### config.mk
export PLATFORM = sky130hd
export DESIGN_NAME = uu_acmac_tx_mem_reader
export DESIGN_NICKNAME = d
export VERILOG_FILES = /design/src/rtl/uu_acmac_tx_mem_reader.sv
export SDC_FILE = /design/constraint.sdc
export NUM_CORES = 1
export LEC_CHECK = 0
export ABC_CLOCK_PERIOD_IN_PS = 3350
export CELL_PAD_IN_SITES_DETAIL_PLACEMENT = 1
export CELL_PAD_IN_SITES_GLOBAL_PLACEMENT = 1
export CORE_MARGIN = 8
export CORE_UTILIZATION = 25
export CTS_BUF_LIST = sky130_fd_sc_hd__clkbuf_8
export CTS_CLUSTER_SIZE = 40
export DETAILED_ROUTE_END_ITERATION = 8
export GPL_TIMING_DRIVEN = 0
export PLACE_DENSITY = 0.64
export REMOVE_ABC_BUFFERS = 1
export SLEW_MARGIN = 40
export SYNTH_ARGS = -nofsm -noshare
export SYNTH_HDL_FRONTEND = slang
export SYNTH_SLANG_ARGS = --single-unit
### constraint.sdc
create_clock -name clk -period 3.35 [get_ports clk]
set_input_delay 0.67 -clock clk [delete_from_list [all_inputs] [get_ports clk]]
set_output_delay 0.67 -clock clk [all_outputs]
set_load 0.01 [all_outputs]
### src/rtl/uu_acmac_tx_mem_reader.sv
// TX frame memory reader: fetches len_words 32-bit words starting at base_addr
// from a one-cycle-latency memory and streams them out through a 2-entry FIFO.
module uu_acmac_tx_mem_reader #(
  parameter int MEM_DEPTH = 208,
  parameter int ADDR_W    = 14
) (
  input  logic              clk,
  input  logic              rst,
  input  logic              start,
  input  logic [ADDR_W-1:0] base_addr,
  input  logic [7:0]        len_words,
  input  logic              abort,
  output logic              mem_tx_in_en,
  output logic              mem_tx_in_wen,
  output logic [ADDR_W-1:0] mem_tx_in_addr,
  output logic [31:0]       mem_tx_in_data,
  input  logic [31:0]       mem_tx_out_data,
  output logic              out_valid,
  output logic [31:0]       out_data,
  output logic              out_last,
  input  logic              out_ready,
  output logic              busy,
  output logic              done,
  output logic              err
);

  localparam logic [1:0] S_IDLE  = 2'd0;
  localparam logic [1:0] S_FETCH = 2'd1;
  localparam logic [1:0] S_DRAIN = 2'd2;
  localparam logic [1:0] S_DONE  = 2'd3;

  localparam int              AW1     = ADDR_W + 1;
  localparam logic [ADDR_W:0] DEPTH_W = AW1'(MEM_DEPTH);

  logic [1:0]      state_q;
  logic [ADDR_W:0] rd_addr_q;
  logic [7:0]      rd_left_q;
  logic            rd_pend_q;
  logic            rd_pend_last_q;
  logic            err_q;

  logic [31:0]     fifo_data [2];
  logic [1:0]      fifo_last;
  logic            wr_ptr_q;
  logic            rd_ptr_q;
  logic [1:0]      fifo_cnt_q;

  logic            pop;
  logic            push;
  logic            abort_now;
  logic            can_issue;
  logic            issue_last;
  logic            frame_bad;
  logic [ADDR_W:0] frame_end;
  logic [2:0]      occupancy;
  logic [2:0]      limit;

  // Frame end is computed one bit wider than the address so it cannot wrap.
  assign frame_end = {1'b0, base_addr} + {{(ADDR_W-7){1'b0}}, len_words};
  assign frame_bad = (len_words == 8'd0) || (frame_end > DEPTH_W);

  assign pop       = out_valid & out_ready;
  assign abort_now = abort && (state_q != S_IDLE);
  assign push      = rd_pend_q && !abort_now;

  // A read issued now lands in the FIFO two edges from now; it may only go
  // out if the FIFO can hold it even when nothing is popped next cycle.
  assign occupancy = {1'b0, fifo_cnt_q} + {2'b00, rd_pend_q};
  assign limit     = 3'd2 + {2'b00, pop};
  assign can_issue = occupancy < limit;

  // NOTE: every output of a combinational block gets a default first, so no
  // path leaves it unassigned and no latch is inferred.
  always_comb begin
    mem_tx_in_en   = 1'b0;
    mem_tx_in_addr = '0;
    issue_last     = 1'b0;
    if (state_q == S_FETCH && !abort && can_issue && !rd_addr_q[ADDR_W]) begin
      mem_tx_in_en   = 1'b1;
      mem_tx_in_addr = rd_addr_q[ADDR_W-1:0];
      issue_last     = (rd_left_q == 8'd1);
    end
  end

  assign mem_tx_in_wen  = 1'b0;
  assign mem_tx_in_data = 32'd0;

  assign out_valid = (fifo_cnt_q != 2'd0);
  assign out_data  = out_valid ? fifo_data[rd_ptr_q] : 32'd0;
  assign out_last  = out_valid ? fifo_last[rd_ptr_q] : 1'b0;

  assign busy = (state_q != S_IDLE);
  assign done = (state_q == S_DONE);
  assign err  = err_q;

  // NOTE: sequential state uses non-blocking assignments only, so every
  // register samples the pre-edge value of every other register.
  always_ff @(posedge clk) begin
    if (rst) begin
      state_q        <= S_IDLE;
      rd_addr_q      <= '0;
      rd_left_q      <= 8'd0;
      rd_pend_q      <= 1'b0;
      rd_pend_last_q <= 1'b0;
      err_q          <= 1'b0;
      wr_ptr_q       <= 1'b0;
      rd_ptr_q       <= 1'b0;
      fifo_cnt_q     <= 2'd0;
    end else begin
      err_q          <= (state_q == S_IDLE) && start && frame_bad;
      rd_pend_q      <= mem_tx_in_en;
      rd_pend_last_q <= issue_last;

      case (state_q)
        S_IDLE: begin
          if (start && !frame_bad) begin
            state_q   <= S_FETCH;
            rd_addr_q <= {1'b0, base_addr};
            rd_left_q <= len_words;
          end
        end
        S_FETCH: begin
          if (mem_tx_in_en) begin
            rd_addr_q <= rd_addr_q + 1'b1;
            rd_left_q <= rd_left_q - 8'd1;
            if (issue_last) state_q <= S_DRAIN;
          end
        end
        S_DRAIN: begin
          if (pop && out_last) state_q <= S_DONE;
        end
        default: state_q <= S_IDLE;
      endcase

      if (abort_now) begin
        state_q    <= S_IDLE;
        wr_ptr_q   <= 1'b0;
        rd_ptr_q   <= 1'b0;
        fifo_cnt_q <= 2'd0;
      end else begin
        if (push) wr_ptr_q <= ~wr_ptr_q;
        if (pop)  rd_ptr_q <= ~rd_ptr_q;
        case ({push, pop})
          2'b10:   fifo_cnt_q <= fifo_cnt_q + 2'd1;
          2'b01:   fifo_cnt_q <= fifo_cnt_q - 2'd1;
          default: fifo_cnt_q <= fifo_cnt_q;
        endcase
      end
    end
  end

  // NOTE: FIFO storage is not reset; the count qualifies it and out_data is
  // gated by out_valid, so stale contents are never visible.
  always_ff @(posedge clk) begin
    if (push) begin
      fifo_data[wr_ptr_q] <= mem_tx_out_data;
      fifo_last[wr_ptr_q] <= rd_pend_last_q;
    end
  end

endmodule

# After elaboration in Yosys (flattened, before gate mapping)
# Memory sizes are Yosys's and may differ from the RTL's. A register that Yosys moved wholly into a read port is not among the register bits.
# Index checks and enable logic that the tools add are counted.
[totals]
regBits = 34
mem_bits_rw = 64
output_inout_bits = 85
wordCells = 86
n_memories = 1
[memory_table]
columns = ["memory", "depth", "width", "rd", "rd_clocked_by_memory_dff", "wr", "line", "text"]
rows = [
  ["fifo_data", 2, 32, 1, 1, 1, "42", "logic [31:0] fifo_data [2];"],
]
[op_classes]
add_sub_neg = 7
magnitude_cmp = 5
eq_ne = 10
muxes = 26
n_bitwise = 3
n_reduce_logical = 24
[op_table]
columns = ["operator", "n"]
rows = [
  ["32-bit two-way mux", 1],
  ["15-bit two-way mux", 2],
  ["15-bit case mux with 2 select lines", 1],
  ["8-bit two-way mux", 2],
  ["8-bit case mux with 2 select lines", 1],
  ["14-bit by 8-bit adder with 15-bit output", 1],
  ["15-bit by 1-bit adder with 15-bit output, second input constant", 1],
  ["15-bit by 8-bit > comparator with 1-bit output, second input constant", 1],
  ["14-bit two-way mux", 1],
  ["1-bit logical AND", 10],
  ["1-bit two-way mux", 10],
  ["8-bit by 1-bit equality test with 1-bit output, second input constant", 1],
  ["8-bit zero test", 1],
  ["2-bit two-way mux", 4],
  ["2-bit nonzero test", 4],
  ["8-bit by 1-bit subtractor with 8-bit output, second input constant", 1],
  ["2-bit equality test, second input constant", 3],
  ["2-bit != test, second input constant", 3],
  ["2-bit case mux with 3 select lines", 1],
  ["2-bit by 1-bit equality test with 1-bit output, second input constant", 2],
  ["1-bit zero test", 4],
  ["1-bit by 2-bit < comparator with 1-bit output, second input constant", 2],
  ["2-bit case mux with 2 select lines", 1],
  ["4-bit AND reduction", 1],
  ["other kinds (15)", 16],
]

# Depth between registers and ports, before layout
# Gate-level depths: netlist (run 1).
[logic_depth]
ltp_word = 10
ltp_mapped = 11
mapped_depth_nobuf = 10

# Worst setup path before layout (run 1)
# Ideal clock, no wire load.
[synth_timing]
path_type = "input to register"
start = "input base_addr[0]"
end = "register rd_left_q[0]"
setup_ns = 0.103
arrival_time_ns = 3.144
t_required_ns = 3.247
slack_ns = 0.102
path_stages = 10
path_buffers = 0
cell_sequence = "ha_1 fa_1 a211oi_2 o21ai_1 a41oi_2 xnor2_1 nor3b_4 and3_4 mux2_4 a2111oi_2"
[synth_via]
elab_chain_cells = 7
[synth_lines]
columns = ["item", "line", "text"]
rows = [
  ["start: declaration", "10", "input logic [ADDR_W-1:0] base_addr,"],
  ["14-bit by 8-bit adder with 15-bit output", "59", "assign frame_end = {1'b0, base_addr} + {{(ADDR_W-7){1'b0}}, len_words};"],
  ["15-bit by 8-bit > comparator with 1-bit output", "60", "assign frame_bad = (len_words == 8'd0) || (frame_end > DEPTH_W);"],
  ["1-bit logical OR", "60", ""],
  ["1-bit zero test", "116", "if (start && !frame_bad) begin"],
  ["1-bit logical AND", "116", ""],
  ["2-bit by 1-bit != test with 1-bit output (no source line)", "n/a", ""],
  ["3-bit AND reduction (no source line)", "n/a", ""],
  ["end signal: assignment", "119", "rd_left_q <= len_words;"],
  ["end signal: assignment", "125", "rd_left_q <= rd_left_q - 8'd1;"],
  ["end: declaration", "37", "logic [7:0] rd_left_q;"],
]
# Every way passes these cells.
# A chain may end at the register's enable or synchronous reset.

# Final worst setup path (run 1)
[layout_timing]
start = "input len_words[3]"
end = "register rd_left_q[0]"
[layout_via]
elab_chain_cells = 7
[layout_lines]
columns = ["item", "line", "text"]
rows = [
  ["start: declaration", "11", "input logic [7:0] len_words,"],
  ["14-bit by 8-bit adder with 15-bit output", "59", ""],
  ["15-bit by 8-bit > comparator with 1-bit output", "60", ""],
  ["1-bit logical OR (*)", "60", ""],
  ["1-bit zero test (*)", "116", ""],
  ["1-bit logical AND (*)", "116", ""],
  ["2-bit by 1-bit != test with 1-bit output (no source line) (*)", "n/a", ""],
  ["3-bit AND reduction (no source line) (*)", "n/a", ""],
]
# Mark *: on every way between the ends. The rest lies on a longest branch, timed or not.

==> metrics.md, run 1 <==
| Metric | Value |
|---|---|
| Status | `complete, no violations` |
| Setup CP Type | `primary input to register` |
| Initial core utilization | `25.4%` |
| CTS max path bufs | `2` |
| Die extent in x | `162 um` |
| Final TNS setup | `0 ps` |
| PwrDens | `443 mW/mm^2` |
| Logic pwr share | `30.7%` |
| Flop pwr share | `44.1%` |
| Remaining DRCs | `0` |
| First-pass GRT wire length | `26100 um` |
| Antenna Cells | `0` |
| Int Pwr | `2.11 mW` |
| Post-DRT Antenna Nets | `0` |
| H-tree levels | `3` |
| Synth Cell Area | `0.00532 sq mm` |
| FF-to-FF Start | `state_q[1]` |
| Peak VDD IR | `0.146 mV` |
| R2r endpoint | `rd_addr_q[14]` |
| Commonest non-fill, non-tap cell in the layout | `clkdlybuf4s50_1` |
| Die H | `162 um` |
| Cell variety after synth | `58` |
| Final nets | `706` |
| Worst R2R Path Depth | `10` |
| Dpl cell area | `0.00665 sq mm` |
| Fill count | `2373` |
| Clock Skews | `8.52 ps` |
| Largest net degree at the start of global routing | `34` |
| Hold Path End | `fifo_last[0]` |
| CTS buffer count | `9` |
| Post-synth top flop | `edfxtp_1` |
| Number of max-cap violations | `0` |
| Initial DRC count | `185` |
| Met1 WL | `7570 um` |
| Arr. time, crit path | `3620 ps` |
| Routed vias/inst | `4.78` |
| Clock network fraction of total power | `25.2%` |
| Vias in the first global route | `4683` |
| Total wire length | `16700 um` |
| Final GP Congestion | `0.917` |
| RSZ-0062 raised after global routing | `true` |
| HP Class | `register to register` |
| EDFF count, synth | `66` |
| Leak | `2.51 nW` |
| Mean Syn Cell Area | `10.4 sq um` |
| Die Area | `0.0262 sq mm` |
| Vias | `4339` |
| Setup crit end kind | `register` |
| Top sig layer | `met4` |
| Metal3 WL | `1030 um` |
| Initial antenna violation count | `0` |
| Clock transition at path regs | `100 ps` |
| Met2 routed WL | `7900 um` |
| P_sw | `1.05 mW` |
| Startpoint Class | `primary input` |
| CTS sink cnt | `99` |
| Ys async rst share | `0%` |
| # hold bufs at CTS | `0` |
| Post-detail-place hpwl | `11900 um` |
| Slew headroom | `47.3%` |
| Worst skew pair latency | `370 ps` |
| All-Layer GR Usage | `12.6%` |
| Routed WL per cell | `18.4 um` |
| First-pass DRT Iterations | `4` |
| Max Fclk | `0.299 GHz` |
| Fraction of layout cells with a size suffix above 1 | `12.6%` |
| CP max FO | `6` |
| Final-report max-slew violation count | `0` |
| Setup-failing EPs final | `0` |
| FP Rows | `53` |
| Hold depth | `0` |
| GRT overflow | `0` |
| Sequential share of the synthesized area | `49.7%` |
| Worst hold start | `rd_pend_last_q` |
| Period utilization | `99.7%` |
| Area of the core | `0.0210 sq mm` |
| Area Overhead vs Synth | `34.0%` |
| Measured slew at the worst slew-check pin | `788 ps` |
| Final min period | `3340 ps` |
| Most frequent cells in the layout | `clkdlybuf4s50_1, edfxtp_1, nor2_1` |
| Flops & latches, synth | `99` |
| Sw frac | `33.2%` |
| Hold Vio Cnt, Final | `0` |
| Final instance area | `0.00713 sq mm` |
| Synth warn | `0` |
| Root buffer cell | `clkbuf_8` |
| CTS tree | `done` |
| Cells after synthesis | `511` |
| IO Count | `144` |
| R2R setup slack | `390 ps` |
| PortBufs | `110` |
| CP startpoint | `len_words[3]` |
| Critical Path RT | `3630 ps` |
[metrics by stage]
| stage | total power, mW | cells | util [%] | setup WS [ps] | hold WS, ps |
|---|---|---|---|---|---|
| finish | 3.16 | 908 | 34.0 | 9.43 | 453 |
| global route | 3.34 | 908 | 34.0 | -59.9 | 460 |
| CTS | 3.17 | 902 | 33.5 | 6.60 | 457 |
| detailed placement | 2.30 | 876 | 31.7 | -824 | 432 |
| global placement | 2.24 | 870 | 31.2 | -2560 | 411 |
| floorplan | 1.91 | 485 | - | -496 | 404 |
[metal layers]
| layer | global-route usage [%] | up-vias |
|---|---|---|
| met4 | 3.87 | 0 |
| met5 | 0 | - |
| met3 | 3.44 | 20 |
| met1 | 15.9 | 2133 |
| met2 | 20.6 | 157 |
| li1 | - | 2029 |
[Yosys cell counts (all sizes together), types with 2 or more instances]
library cell   n  area [sq um]
a2111oi        2          23.8
a211o          2          17.5
a211oi         7          62.6
a21o           2          15.0
a21oi         39           199
a31oi          5          37.5
and3          19           124
buf           42           297
clkbuf        16          60.1
dfxtp         33           661
edfxtp        66          1980
ha            18           225
inv           15          56.3
mux2i         34           340
nand2         39           146
nand2b         3          18.8
nand3         14          70.1
nor2          63           236
nor3          13          65.1
nor4           5          31.3
o211ai         4          35.0
o21ai         18          90.1
o21bai         2          15.0
o22ai          6          43.8
o2bb2ai        4          35.0
o32ai          9           146
or2            3          18.8
xnor2          7          61.3
xor2           4          35.0
[worst max-delay path by stage]
| stage | end | slack [ps] | cells after the start |
|---|---|---|---|
| 2_1_floorplan | rd_addr_q[10] | -500 | 10 |
| 3_3_place_gp | rd_addr_q[8] | -2560 | 10 |
| 3_5_place_dp | rd_left_q[0] | -820 | 11 |
| 4_1_cts | rd_left_q[0] | 7 | 11 |
| 5_1_grt | rd_left_q[0] | -60 | 12 |
| 6_report | rd_left_q[0] | 9 | 11 |
[area by class of cell]
cell class / count / area (sq um) / share of cell area, %
tap: 275 / 344 / 4.83
inverter: 15 / 58.8 / 0.825
clock inverter: 7 / 73.8 / 1.04
timing repair buffer: 130 / 1320 / 18.5
clock buffer: 9 / 124 / 1.74
multi-input combinational: 373 / 2560 / 35.9
sequential: 99 / 2650 / 37.1
[cell families (layout without fill, tap and decap cells)]
family                     count (synthesis)  count (layout)  share of synthesized area, %
xor gates and xnor gates                  11              11                          1.81
DFF                                       99              99                          49.7
buffers and inverters                     73             161                          7.76
adders and majority gates                 19              19                          4.61
AOI/OAI and AO/OA                        109             111                          15.2
other                                      1              33                        0.0705
muxes                                     35              35                          6.68
and+or+nand+nor                          164             164                          14.2
[power by group through the flow]
stage | Clock, mW | Sequential (mW) | Combinational (mW)
final | 0.795 | 1.39 | 0.970
after global routing | 0.881 | 1.40 | 1.06
after CTS | 0.837 | 1.39 | 0.940
after detailed placement | 0 | 1.42 | 0.879
after global placement | 0 | 1.43 | 0.804
after floorplan | 0 | 1.42 | 0.487
[repair_timing]
action,CTS,global route
buffers inserted,9,5
endpoints found under the hold margin,0,0
endpoints found under the setup margin,40,36
cloned,1,1
gates resized for setup,16,15
pin swaps,8,6
[state kept, by name (all words and copies together), names as in the netlist, named ones only]
register / count
wr_ptr_q: 1
rd_ptr_q: 1
fifo_last: 2
fifo_cnt_q: 2
rd_pend_q: 1
rd_addr_q: 15
rd_left_q: 8
rd_pend_last_q: 1
fifo_data: 64
state_q: 2
err: 1
[critical path: stages]
cell	delay, ps
clkdlybuf4s50_1	590
ha_4	260
a21oi_2	200
o22ai_4	120
a311o_1	280
a211oi_1	240
nor3b_4	270
buf_12	150
and3_4	200
mux2_4	300
a2111oi_2	330
(Power assumes the default switching activity.)
==> run 2: changes to the inputs <==
--- a/config.mk
+++ b/config.mk
@@ -8,6 +8,7 @@
 export ABC_CLOCK_PERIOD_IN_PS = 3350
 export CELL_PAD_IN_SITES_DETAIL_PLACEMENT = 1
 export CELL_PAD_IN_SITES_GLOBAL_PLACEMENT = 1
+export CORE_ASPECT_RATIO = 0.6
 export CORE_MARGIN = 8
 export CORE_UTILIZATION = 25
 export CTS_BUF_LIST = sky130_fd_sc_hd__clkbuf_8
==> run 2 against run 1 <==
The run now ends with negative setup slack left; die area grew 0.58%; fmax down 0.59%; clock power is 2% lower; power is 1.0% higher; critical endpoint unchanged; highest routed layer unchanged.
==> metrics.md, run 2 (synthesized netlist as in run 1, its figures left out) <==
| Metric | Value |
|---|---|
| Clock transition at path regs | `110 ps` |
| PwrDens | `439 mW/mm^2` |
| Fin cells | `910` |
| Flop pwr share | `43.7%` |
| Initial core utilization | `25.4%` |
| Final TNS setup | `-10.5 ps` |
| Failing checks | `negative setup slack` |
| CTS max path bufs | `2` |
| First-pass GRT wire length | `27400 um` |
| Die H | `129 um` |
| Critical Path RT | `3630 ps` |
| Measured slew at the worst slew-check pin | `911 ps` |
| Placed Instances | `882` |
| Number of max-cap violations | `0` |
| Vias | `4261` |
| Post-DRT Antenna Nets | `0` |
| Logic pwr share | `31.8%` |
| Total wire length | `18000 um` |
| Register area | `0.00265 sq mm` |
| CP Cell Sequence | `dlygate4sd2_1 > ha_4 > fa_2 > a211oi_4 > o21ai_2 > a41oi_2 > xnor2_2 > nor3b_4 > and3_4 > mux2_4 > a2111oi_4` |
| CTS sink cnt | `99` |
| Final nets | `704` |
| Clock network fraction of total power | `24.5%` |
| Multi-input logic area | `0.00263 sq mm` |
| H-tree levels | `3` |
| Most flops, register | `fifo_data` |
| All-Layer GR Usage | `13.3%` |
| PortBufs | `110` |
| Hold Vio Cnt, Final | `0` |
| Setup crit end kind | `register` |
| Hold depth | `0` |
| Post-detail-place hpwl | `13200 um` |
| IO Count | `144` |
| P_sw | `1.12 mW` |
| Final-report max-slew violation count | `0` |
| First-pass DRT Iterations | `4` |
| Routed WL per cell | `19.8 um` |
| Max Fclk | `0.298 GHz` |
| Sw frac | `35.0%` |
| CTS tree | `done` |
| Clock Skews | `10.6 ps` |
| # hold bufs at CTS | `0` |
| Area Overhead vs Synth | `36.6%` |
| CTS buffer count | `9` |
| Max FFs per register | `64` |
| Final min period | `3360 ps` |
| Leak | `2.67 nW` |
| CP max FO | `4` |
| Root buffer cell | `clkbuf_8` |
| Status | `complete, but fails checks` |
| GRT overflow | `0` |
| Remaining DRCs | `0` |
| Slew headroom | `38.7%` |
| Area of the core | `0.0209 sq mm` |
| Peak VDD IR | `0.160 mV` |
| Initial antenna violation count | `0` |
| Final GP Congestion | `0.800` |
| Worst path max stage delay | `380 ps` |
| Worst R2R Path Depth | `13` |
| Arr. time, crit path | `3640 ps` |
| Antenna Cells | `0` |
| Startpoint Class | `primary input` |
| Die Area | `0.0264 sq mm` |
| Fill count | `2354` |
| FP Rows | `41` |
| Fraction of layout cells with a size suffix above 1 | `13.9%` |
| Commonest non-fill, non-tap cell in the layout | `clkdlybuf4s50_1` |
| Largest net degree at the start of global routing | `34` |
| Worst skew pair latency | `380 ps` |
| Biggest registers after layout | `fifo_data: 64 flops, rd_addr_q: 15 flops, rd_left_q: 8 flops` |
| Initial DRC count | `184` |
| Routed vias/inst | `4.68` |
| Setup-failing EPs final | `1` |
| Final Worst Setup Slack | `-10.5 ps` |
| Int Pwr | `2.07 mW` |
| Vias in the first global route | `4515` |
| Most frequent cells in the layout | `clkdlybuf4s50_1, edfxtp_1, nor2_1` |
| HP Class | `register to register` |
| Period utilization | `100%` |
| Die extent in x | `204 um` |
| Slowest-stage cell, CP | `fa_2` |
| Setup CP Type | `primary input to register` |
## run 2: power by group through the flow
stage / Sequential (mW) / Clock, mW / Combinational, mW
global route: 1.40 / 0.868 / 1.09
CTS: 1.39 / 0.833 / 0.976
detailed placement: 1.42 / 0 / 0.900
floorplan: 1.42 / 0 / 0.487
finish: 1.39 / 0.781 / 1.02
global placement: 1.43 / 0 / 0.816
## run 2: what timing repair did
item	4_1_cts	5_1_grt
resized for setup	28	32
pin swaps	9	12
buffers inserted	8	2
setup endpoints to repair	40	31
gates cloned	1	1
## run 2: area by class of cell
class	count	share of cell area, %
Sequential cell	99	36.4
Tap cell	279	4.80
Timing Repair Buffer	130	19.1
Multi-Input combinational cell	371	36.2
Clock inverter	7	0.895
Inverter	15	0.844
Clock buffer	9	1.70
## run 2: path summary, 6_finish.rpt
check / slack [ps] / startpoint / end
max: -10 / len_words[0] / rd_left_q[0]
min: 450 / rd_pend_last_q / fifo_last[0]
max reg2reg: 510 / state_q[1] / rd_left_q[2]
min reg2reg: 450 / rd_pend_last_q / fifo_last[0]
## run 2: worst max-delay path: cells and delay by family
kind	cells	cell delay [ps]
adders and majority gates	2	570
AOI/OAI and AO/OA	4	1080
buffers and inverters	1	290
muxes	1	320
xor gates and xnor gates	1	110
and+or+nand+nor	2	610
## run 2: metal layers
| metal | GRT usage [%] | vias to the layer above | share of wire [%] |
|---|---|---|---|
| li1 | - | 2031 | - |
| met4 | 3.25 | 0 | 1.1 |
| met5 | 0 | - | 0 |
| met3 | 2.64 | 15 | 4.7 |
| met2 | 20.8 | 99 | 46 |
| met1 | 18.7 | 2116 | 48 |
## run 2: stage by stage
stage / util (%) / worst slack [ps] / total power [mW] / instance area (sq um) / hold slack, ps
after CTS: 33.9 / 5.94 / 3.20 / 7100 / 453
final: 34.7 / -10.5 / 3.19 / 7270 / 445
after detailed placement: 32.0 / -1000 / 2.32 / 6700 / 433
after global placement: 31.2 / -2600 / 2.25 / 6540 / 417
after floorplan: - / -496 / 1.91 / 5080 / 404
after global routing: 34.7 / -8.54 / 3.35 / 7270 / 482
